[src/rtl/sb_data_encoder_fifo.sv]
// ---------------------------------------------------------------------------
// sb_data_encoder_fifo
//
// Sideband TX data encoder with an output payload FIFO. A message context
// (state / sub-state / message number / test mode) plus a raw data bus is
// mapped combinationally onto a 64-bit payload and a push request. Payloads
// are queued in a FIFO and handed to packet framing through a valid/ready
// handshake. Dropped payloads (push while full, no pop) set a sticky flag.
//
// Optional build feature:
//   SB_ENC_DROP_CNT_EN  adds o_drop_cnt, a saturating 8-bit dropped-payload
//                       counter (cleared by i_ovf_clr, unaffected by flush).
//
// Ports:
//   i_clk, i_rst            clock, asynchronous active-high reset
//   i_msg_valid             single-cycle message request strobe
//   i_data_valid            i_data_bus carries data for this message
//   i_state, i_sub_state    LTSM state / sub-state
//   i_msg_no                message number (0 = idle)
//   i_data_bus              raw data
//   i_test_en, i_test_mode  point-test / eye-sweep context
//   i_flush                 synchronous FIFO clear
//   i_ovf_clr               clears o_overflow (and o_drop_cnt)
//   i_ready                 framing accepts the head payload
//   o_data_encoded          head payload, zero when empty
//   o_d_valid               FIFO non-empty
//   o_level                 occupancy
//   o_overflow              sticky dropped-payload flag
//   o_drop_cnt              (SB_ENC_DROP_CNT_EN only) dropped-payload count
// ---------------------------------------------------------------------------
module sb_data_encoder_fifo #(
  parameter int DATA_W     = 16,
  parameter int PARAM_W    = 11,
  parameter int FIFO_DEPTH = 4,
  parameter int MSG_NO_W   = 4
) (
  input  logic                            i_clk,
  input  logic                            i_rst,
  input  logic                            i_msg_valid,
  input  logic                            i_data_valid,
  input  logic [3:0]                      i_state,
  input  logic [3:0]                      i_sub_state,
  input  logic [MSG_NO_W-1:0]             i_msg_no,
  input  logic [DATA_W-1:0]               i_data_bus,
  input  logic                            i_test_en,
  input  logic [1:0]                      i_test_mode,
  input  logic                            i_flush,
  input  logic                            i_ovf_clr,
  input  logic                            i_ready,
  output logic [63:0]                     o_data_encoded,
  output logic                            o_d_valid,
  output logic [$clog2(FIFO_DEPTH):0]     o_level,
  output logic                            o_overflow
`ifdef SB_ENC_DROP_CNT_EN
  ,
  output logic [7:0]                      o_drop_cnt
`endif
);

  localparam int PTR_W = (FIFO_DEPTH > 1) ? $clog2(FIFO_DEPTH) : 1;
  localparam int LVL_W = $clog2(FIFO_DEPTH) + 1;

  localparam logic [3:0] ST_MBINIT     = 4'd3;
  localparam logic [3:0] SUB_PARAM     = 4'd0;
  localparam logic [3:0] SUB_REVERSAL  = 4'd4;
  localparam logic [1:0] MODE_TX_POINT = 2'd0;
  localparam logic [1:0] MODE_TX_EYE   = 2'd1;
  localparam logic [1:0] MODE_RX_POINT = 2'd2;
  localparam logic [1:0] MODE_RX_EYE   = 2'd3;

  function automatic logic [7:0] sat_inc8(input logic [7:0] v);
    return (v == 8'hFF) ? v : v + 8'd1;
  endfunction

  // Encoder: combinational push request and payload from this cycle's inputs
  logic        enc_push;
  logic [63:0] enc_payload;
  logic [63:0] data_ext;
  logic [63:0] param_ext;

  assign data_ext  = 64'(i_data_bus);
  assign param_ext = 64'(i_data_bus[PARAM_W-1:0]);

  always_comb begin
    enc_push    = 1'b0;
    enc_payload = '0;
    if (i_msg_valid) begin
      if (!i_data_valid) begin
        enc_push = 1'b1;
      end else if (i_test_en) begin
        enc_push = 1'b1;
        if (i_msg_no == MSG_NO_W'(1)) begin
          enc_payload[0]     = i_data_bus[0];
          enc_payload[7:6]   = i_data_bus[2:1];
          enc_payload[11]    = i_data_bus[3];
          enc_payload[58:43] = '1;
          enc_payload[59]    = i_data_bus[4];
        end else if (((i_test_mode == MODE_TX_POINT || i_test_mode == MODE_RX_POINT) &&
                      i_msg_no == MSG_NO_W'(6)) ||
                     (i_test_mode == MODE_RX_EYE && i_msg_no == MSG_NO_W'(9))) begin
          enc_payload = data_ext;
        end else if (i_test_mode == MODE_TX_EYE) begin
          enc_payload = '0;
        end
      end else if (i_msg_no != '0 && i_state == ST_MBINIT) begin
        if (i_sub_state == SUB_PARAM) begin
          enc_push    = 1'b1;
          enc_payload = param_ext;
        end else if (i_sub_state == SUB_REVERSAL && i_msg_no == MSG_NO_W'(6)) begin
          enc_push    = 1'b1;
          enc_payload = data_ext;
        end
      end
    end
  end

  // FIFO control
  logic [63:0]      mem_q [FIFO_DEPTH];
  logic [PTR_W-1:0] wr_ptr_q, wr_ptr_d;
  logic [PTR_W-1:0] rd_ptr_q, rd_ptr_d;
  logic [LVL_W-1:0] count_q, count_d;
  logic             ovf_q, ovf_d;
  logic             full, empty, pop, wr_en, drop;

  assign empty = (count_q == '0);
  assign full  = (count_q == LVL_W'(FIFO_DEPTH));
  assign pop   = !empty && i_ready;
  // A full FIFO still accepts a push when the head leaves in the same cycle.
  assign wr_en = enc_push && (!full || pop) && !i_flush;
  // Flush discards a pending push outright, so it never counts as a drop.
  assign drop  = enc_push && full && !pop && !i_flush;

  always_comb begin
    wr_ptr_d = wr_ptr_q;
    rd_ptr_d = rd_ptr_q;
    count_d  = count_q;
    if (i_flush) begin
      wr_ptr_d = '0;
      rd_ptr_d = '0;
      count_d  = '0;
    end else begin
      if (wr_en) wr_ptr_d = wr_ptr_q + PTR_W'(1);
      if (pop)   rd_ptr_d = rd_ptr_q + PTR_W'(1);
      if (wr_en && !pop)      count_d = count_q + LVL_W'(1);
      else if (!wr_en && pop) count_d = count_q - LVL_W'(1);
    end
    // A drop in the same cycle as a clear leaves the flag set.
    ovf_d = drop ? 1'b1 : (i_ovf_clr ? 1'b0 : ovf_q);
  end

  always_ff @(posedge i_clk or posedge i_rst) begin
    if (i_rst) begin
      wr_ptr_q <= '0;
      rd_ptr_q <= '0;
      count_q  <= '0;
      ovf_q    <= 1'b0;
    end else begin
      wr_ptr_q <= wr_ptr_d;
      rd_ptr_q <= rd_ptr_d;
      count_q  <= count_d;
      ovf_q    <= ovf_d;
    end
  end

  // Storage is data only; validity is carried entirely by count_q.
  always_ff @(posedge i_clk) begin
    if (wr_en) mem_q[wr_ptr_q] <= enc_payload;
  end

  assign o_data_encoded = empty ? 64'd0 : mem_q[rd_ptr_q];
  assign o_d_valid      = !empty;
  assign o_level        = count_q;
  assign o_overflow     = ovf_q;

`ifdef SB_ENC_DROP_CNT_EN
  logic [7:0] drop_cnt_q, drop_cnt_d;
  logic [7:0] drop_base;

  always_comb begin
    drop_base  = i_ovf_clr ? 8'd0 : drop_cnt_q;
    drop_cnt_d = drop ? sat_inc8(drop_base) : drop_base;
  end

  always_ff @(posedge i_clk or posedge i_rst) begin
    if (i_rst) drop_cnt_q <= 8'd0;
    else       drop_cnt_q <= drop_cnt_d;
  end

  assign o_drop_cnt = drop_cnt_q;
`endif

endmodule

[config.mk]
export PLATFORM = sky130hd
export DESIGN_NAME = sb_data_encoder_fifo
export DESIGN_NICKNAME = d
export VERILOG_FILES = /design/src/rtl/sb_data_encoder_fifo.sv
export SDC_FILE = /design/constraint.sdc
export NUM_CORES = 1
export LEC_CHECK = 0
export CAP_MARGIN = 40
export CORE_ASPECT_RATIO = 0.8
export CORE_MARGIN = 5
export CORE_UTILIZATION = 50
export DETAILED_ROUTE_END_ITERATION = 12
export PLACE_DENSITY = 0.82
export SYNTH_ARGS = -nofsm -noshare
export SYNTH_HDL_FRONTEND = slang
export SYNTH_SLANG_ARGS = --single-unit
[constraint.sdc]
create_clock -name i_clk -period 5.62 [get_ports i_clk]
set_clock_uncertainty 0.15 [all_clocks]
set_input_delay 0.843 -clock i_clk [delete_from_list [all_inputs] [get_ports i_clk]]
set_output_delay 0.843 -clock i_clk [all_outputs]
set_load 0.01 [all_outputs]
==> results.tsv, run 1 <==
stage	metric	value	unit
worst_hold_path	Hold Startpoint	o_overflow	
clocking	clk_lat worst skew	350	ps
cells_and_area	# diodes	0	
global_routing	GRT Total Usage	16.50	%
timing	final count of hold timing violations	0	
logic_synthesis	#FFs+latches synth	80	
detailed_routing	total routed wirelength	7584	um
placed_design	IO Port Bufs	75	
logic_synthesis	Syn. warnings	0	
placed_design	HPWL Detailed	5450	um
outcome	outcome	completed	
pwr	Leakage	1.825	nW
floorplanning	FP Rows	29	
cells_and_area	cell area after layout	4900	um2
timing	Slew @ Worst Pin	832.6	ps
setup_path	critical path capture point type	output pin	
logic_synthesis	asr flop ratio synth	10.00	%
setup_path	CP max stage delay	890	ps
cells_and_area	share of layout cells above drive strength 1	15.99	%
setup_path	worst-path cell chain	buf_4 > mux4_2 > and2_1 > clkdlybuf4s50_1	
clocking	hold_buf cts	0	
cells_and_area	most frequent cells in the layout	75 x clkdlybuf4s50_1, 72 x edfxtp_1, 36 x and2_1	
logic_synthesis	cell area after synthesis	4028	um2
timing	Fmax	0.2668	GHz
logic_synthesis	Top FF cell, synth	edfxtp_1	
detailed_routing	DR iter-0 viols	167	
clocking	post-CTS sizing	0	
placed_design	routability cong.	0.7742	
detailed_routing	Avg WL per Cell	16.78	um
clocking	post-CTS setup buffers	0	
timing	Slew headroom	44.49	%
setup_path	Top delay family on crit path	flip-flops	
logic_synthesis	Syn Area/Cell	14.81	um2
detailed_routing	DR vias	2312	
logic_synthesis	sequential share of the synthesized area	58.65	%
clocking	htree depth	3	
placed_design	Inst Count DP	436	
global_routing	maximum number of pins on one net before global-route repair	22	
floorplanning	DIE HEIGHT	90.28	um
timing	setup violators final	0	
pwr	Max VDD drop	0.1868	mV
floorplanning	Die Width	110.3	um
setup_path	worst reg-to-reg path cell count	9	
timing	min cycle time layout	3747	ps
global_routing	first-pass GRT wire length	12340	um
setup_path	critical path startpoint category	flip-flop	
clocking	Clock Tree Root	clkbuf_8	
floorplanning	Ports	107	
setup_path	setup slack, reg-to-reg	2660	ps
clocking	Worst-path clk slew	80	ps
pwr	Pwr Density	348.4	nW/um2
global_routing	vias in the first global route	2421	
cells_and_area	most common cell after layout, fill and taps aside	clkdlybuf4s50_1	
setup_path	CP Class	reg2out	
floorplanning	initial core utilization	50.92	%
setup_path	Worst Path Required	4630	ps
global_routing	grt total ovfl	0	
setup_path	data arrival time of the worst path	2750	ps
setup_path	Worst Setup SP	rd_ptr_q[0]	
worst_hold_path	Hold Crit Depth	2	
cells_and_area	multi-input logic area	1364	um2
cells_and_area	Core Util, Final	61.94	%
timing	RSZ-0062 raised after global routing	false	
worst_hold_path	hold endpoint	o_overflow	
worst_hold_path	type of the most critical hold path	reg2reg	
floorplanning	die area	9961	um2
logic_synthesis	number of flops mapped to enable cells by yosys	72	
timing	setup_tns	0	ps
setup_path	reg-to-reg critical path endpoint	o_level[2]	
setup_path	Bufs and invs on worst path	2	
clocking	cts bufs inserted	9	
detailed_routing	DRC Markers	0	
detailed_routing	ANT nets after route	0	
timing	Slew Limit Fails	0	
global_routing	initial antenna violation count	0	
cells_and_area	fill cell count	580	
setup_path	worst r2r src	o_level[0]	
timing	WHS	402.8	ps
floorplanning	Core Area	7910	um2
clocking	CTS Buffer Depth	2	
timing	final worst path period share	66.68	%
logic_synthesis	Mapped Cells	272	
placed_design	Placed Instance Area	4728	um2
logic_synthesis	post-synthesis cell type count	53	
flow_run	Max Cap Violations	0	
detailed_routing	router iterations before antenna repair	4	
detailed_routing	vias per cell	5.115	
setup_path	Worst Path Max Fanout	14	
cells_and_area	Layout Nets	382	
cells_and_area	Area Overhead vs Synth	21.65	%
cells_and_area	Reg area	2362	um2
clocking	CTS tree	done	
clocking	clk sinks	80	
setup_path	CP max stage cell	dfrtp_1	
cells_and_area	Layout Cells excl Fill	452	
## worst reg2reg max path, cell delays in order, from the launching register on
cell,delay (ps)
dfrtp_1,460
or2_1,280
or3b_2,520
nor3b_2,220
and2_1,210
fa_1,410
nor2_1,140
nand2_1,70
a211oi_1,290
nor3_2,70
## final cells by class
type,instances,share of cell area (%)
Multi-Input combinational cell,159,27.83
Inverter,7,0.5363
Clock buffer,9,2.528
Clock inverter,7,0.9704
Timing Repair Buffer,82,17.16
Sequential cell,80,48.21
Tap cell,108,2.758
## sequential cells by signal (all words and copies together) (netlist names)
| name | count |
|---|---|
| rd_ptr_q | 2 |
| o_overflow | 1 |
| mem_q | 72 |
| o_level | 3 |
| wr_ptr_q | 2 |
## cell families (layout without fill, tap and decap cells)
logic type / Yosys count / in the layout / synth area share, %
buf+inv: 63 / 105 / 10.28
flops: 80 / 80 / 58.65
mux: 21 / 21 / 10.81
xor+xnor: 3 / 3 / 0.6525
fa+ha+maj: 5 / 5 / 1.740
compound gates: 19 / 19 / 4.722
other cells: 1 / 31 / 0.09311
simple gates: 80 / 80 / 13.05
## metrics by stage
stage	power, mW	setup slack, ps
floorplan	1.119	2406
global placement	1.342	1802
detailed placement	1.365	1701
CTS	1.722	1794
global route	1.812	1652
finish	1.707	1873
## power breakdown
| part | switching (mW) | internal [mW] |
|---|---|---|
| clock network | 0.204 | 0.160 |
| logic | 0.270 | 0.360 |
| registers | 0.0471 | 0.666 |
| total | 0.521 | 1.19 |
## worst max-delay path by stage
stage                     depth (start not counted)  slack [ps]                 end
after CTS                                         4        1790   o_data_encoded[3]
after global routing                              4        1650  o_data_encoded[11]
after detailed placement                         11        1700          o_level[2]
final                                             4        1870   o_data_encoded[3]
after floorplan                                  10        2410          o_level[2]
after global placement                           11        1800          o_level[2]
## per-layer routing
metal | vias up | share of wire (%) | global-route usage [%]
li1 | 1068 | - | -
met1 | 1130 | 42 | 21.38
met2 | 104 | 49 | 26.06
met3 | 10 | 8.6 | 5.504
met4 | 0 | 1.2 | 5.538
met5 | - | 0 | 0
## cells in the mapped netlist (2+ instances only)
cell | n | area [um2]
ha_1 | 4 | 50.05
edfxtp_1 | 72 | 2162
nand3b_1 | 2 | 15.01
o21ai_0 | 2 | 10.01
inv_1 | 7 | 26.28
nand3_1 | 3 | 15.01
mux4_2 | 18 | 405.4
a21oi_4 | 2 | 32.53
nor2_1 | 8 | 30.03
clkbuf_1 | 6 | 22.52
xnor2_1 | 2 | 17.52
buf_2 | 4 | 20.02
a22o_1 | 3 | 26.28
nor3_1 | 4 | 20.02
or4_4 | 2 | 22.52
or3_1 | 2 | 12.51
buf_4 | 46 | 345.3
and3_1 | 2 | 12.51
mux2i_1 | 3 | 30.03
dfrtp_1 | 8 | 200.2
nand2_1 | 5 | 18.77
and2_1 | 36 | 225.2
No activity file was read; power rests on OpenSTA's default activity.
==> run 2, diff against run 1 <==
- CORE_UTILIZATION: 50 -> 49
- PLACE_DENSITY: 0.82 -> 0.81
- clock period: 5.62 -> 3.6 ns (I/O delays scaled with it)
==> results.tsv, run 2 (synthesis gave the netlist of run 1 again) <==
stage	metric	value	unit
outcome	outcome	completed	
detailed_routing	router iterations before antenna repair	4	
timing	min cycle time layout	3270	ps
cells_and_area	Layout Nets	385	
setup_path	critical path startpoint category	flip-flop	
floorplanning	die area	10140	um2
clocking	hold_buf cts	0	
clocking	post-CTS sizing	0	
setup_path	CP max stage delay	640	ps
cells_and_area	most common cell after layout, fill and taps aside	clkdlybuf4s50_1	
clocking	CTS tree	done	
timing	final count of hold timing violations	0	
setup_path	critical path capture point type	output pin	
cells_and_area	most flop-heavy register	mem_q	
global_routing	maximum number of pins on one net before global-route repair	22	
timing	Fmax	0.3058	GHz
clocking	htree depth	3	
timing	worst setup margin	329.8	ps
detailed_routing	ANT nets after route	0	
floorplanning	DIE HEIGHT	91.09	um
floorplanning	FP Rows	29	
timing	Slew Limit Fails	0	
floorplanning	initial core utilization	50.45	%
setup_path	Worst Path Max Fanout	21	
pwr	Max VDD drop	0.3874	mV
setup_path	data arrival time of the worst path	2580	ps
placed_design	HPWL Detailed	5495	um
detailed_routing	total routed wirelength	7541	um
cells_and_area	fill cell count	631	
timing	RSZ-0062 raised after global routing	false	
clocking	Clock Tree Root	clkbuf_8	
cells_and_area	max FFs per register	72	
clocking	clk_lat worst skew	340	ps
cells_and_area	Area Overhead vs Synth	21.47	%
detailed_routing	DR iter-0 viols	135	
placed_design	routability cong.	0.7916	
timing	final worst path period share	90.84	%
setup_path	worst-path cell chain	or3_1 > and2_1 > clkdlybuf4s50_1	
worst_hold_path	type of the most critical hold path	in2async	
floorplanning	Core Area	7983	um2
global_routing	GR met1 Demand/Resource	19.30	%
detailed_routing	DR vias	2313	
timing	setup_tns	0	ps
global_routing	initial antenna violation count	0	
global_routing	GRT Total Usage	15.28	%
cells_and_area	share of layout cells above drive strength 1	17.00	%
setup_path	Worst Path Required	2910	ps
clocking	clk sinks	80	
cells_and_area	# diodes	0	
global_routing	grt total ovfl	0	
global_routing	vias in the first global route	2399	
global_routing	M2 GR Usage	25.55	%
setup_path	CP Class	reg2out	
floorplanning	Die Width	111.4	um
floorplanning	Ports	107	
clocking	Worst-path clk slew	80	ps
clocking	cts bufs inserted	9	
global_routing	met3 GRT Util	5.781	%
detailed_routing	DRC Markers	0	
timing	Slew @ Worst Pin	683.1	ps
flow_run	Max Cap Violations	0	
placed_design	IO Port Bufs	75	
detailed_routing	Avg WL per Cell	16.57	um
cells_and_area	most frequent cells in the layout	75 x clkdlybuf4s50_1, 72 x edfxtp_1, 36 x and2_1	
pwr	Leakage	1.836	nW
pwr	Pwr Density	547.5	nW/um2
clocking	post-CTS setup buffers	0	
timing	setup violators final	0	
detailed_routing	vias per cell	5.084	
setup_path	setup slack, reg-to-reg	700	ps
global_routing	gr busiest metal	met2	
timing	Slew headroom	54.46	%
setup_path	CP max stage cell	clkdlybuf4s50_1	
global_routing	first-pass GRT wire length	12140	um
clocking	CTS Buffer Depth	2	
placed_design	DP Worst Slack	167.6	ps
[run 2: cell types whose count changed in the layout (fill, tap and decap cells not counted), sizes merged]
cell    before  now
buf          7   10
clkinv       5    3
inv          8   10
[run 2: final cells by class]
type                       count  area, um2  share of cell area [%]
clock buffer                   9      123.9                   2.532
clock inverter                 7      55.05                   1.125
inverter                       7      26.28                  0.5371
multi-input combinational    159       1364                   27.88
sequential                    80       2362                   48.29
tap                          108      135.1                   2.762
timing repair buffer          85      825.8                   16.88
[run 2: per-stage QoR]
step / instances / util (%) / hold WS (ps) / instance area, um2 / total power, mW
after floorplan: 302 / - / 205.7 / 4140 / 1.747
after global placement: 439 / 59.04 / 355.0 / 4713 / 2.105
after detailed placement: 439 / 59.04 / 372.3 / 4713 / 2.126
after CTS: 455 / 61.29 / 309.5 / 4892 / 2.710
after global routing: 455 / 61.29 / 331.7 / 4892 / 2.829
final: 455 / 61.29 / 303.0 / 4892 / 2.678
[run 2: layer usage]
layer  vias to the layer above  part of all wire, %
li1                       1073                    -
met1                      1119                   40
met2                       115                   49
met3                         6                  9.5
met4                         0                 0.64
met5                         -                    0
[run 2: where the power goes]
part           internal (mW)  switching (mW)  leakage, nW
combinational          0.555           0.455        0.861
clock                  0.258           0.333       0.0919
sequential              1.04          0.0359        0.883
[run 2: final timing paths]
kind | from | to | cells past startpoint
max in group asynchronous | i_rst | wr_ptr_q[1] | 2
hold reg to reg | o_overflow | o_overflow | 2
setup / recovery | o_level[2] | o_data_encoded[47] | 3
setup reg to reg | o_level[0] | o_level[2] | 9
hold / removal | i_rst | o_level[1] | 2
min in group i_clk | o_overflow | o_overflow | 2
[run 2: worst max-delay path, delay by kind of cell (launching register included)]
family / cells / cell delay [ps]
AND/OR/NAND/NOR: 2 / 1110
buffers and inverters: 1 / 640
flip-flops: 1 / 470
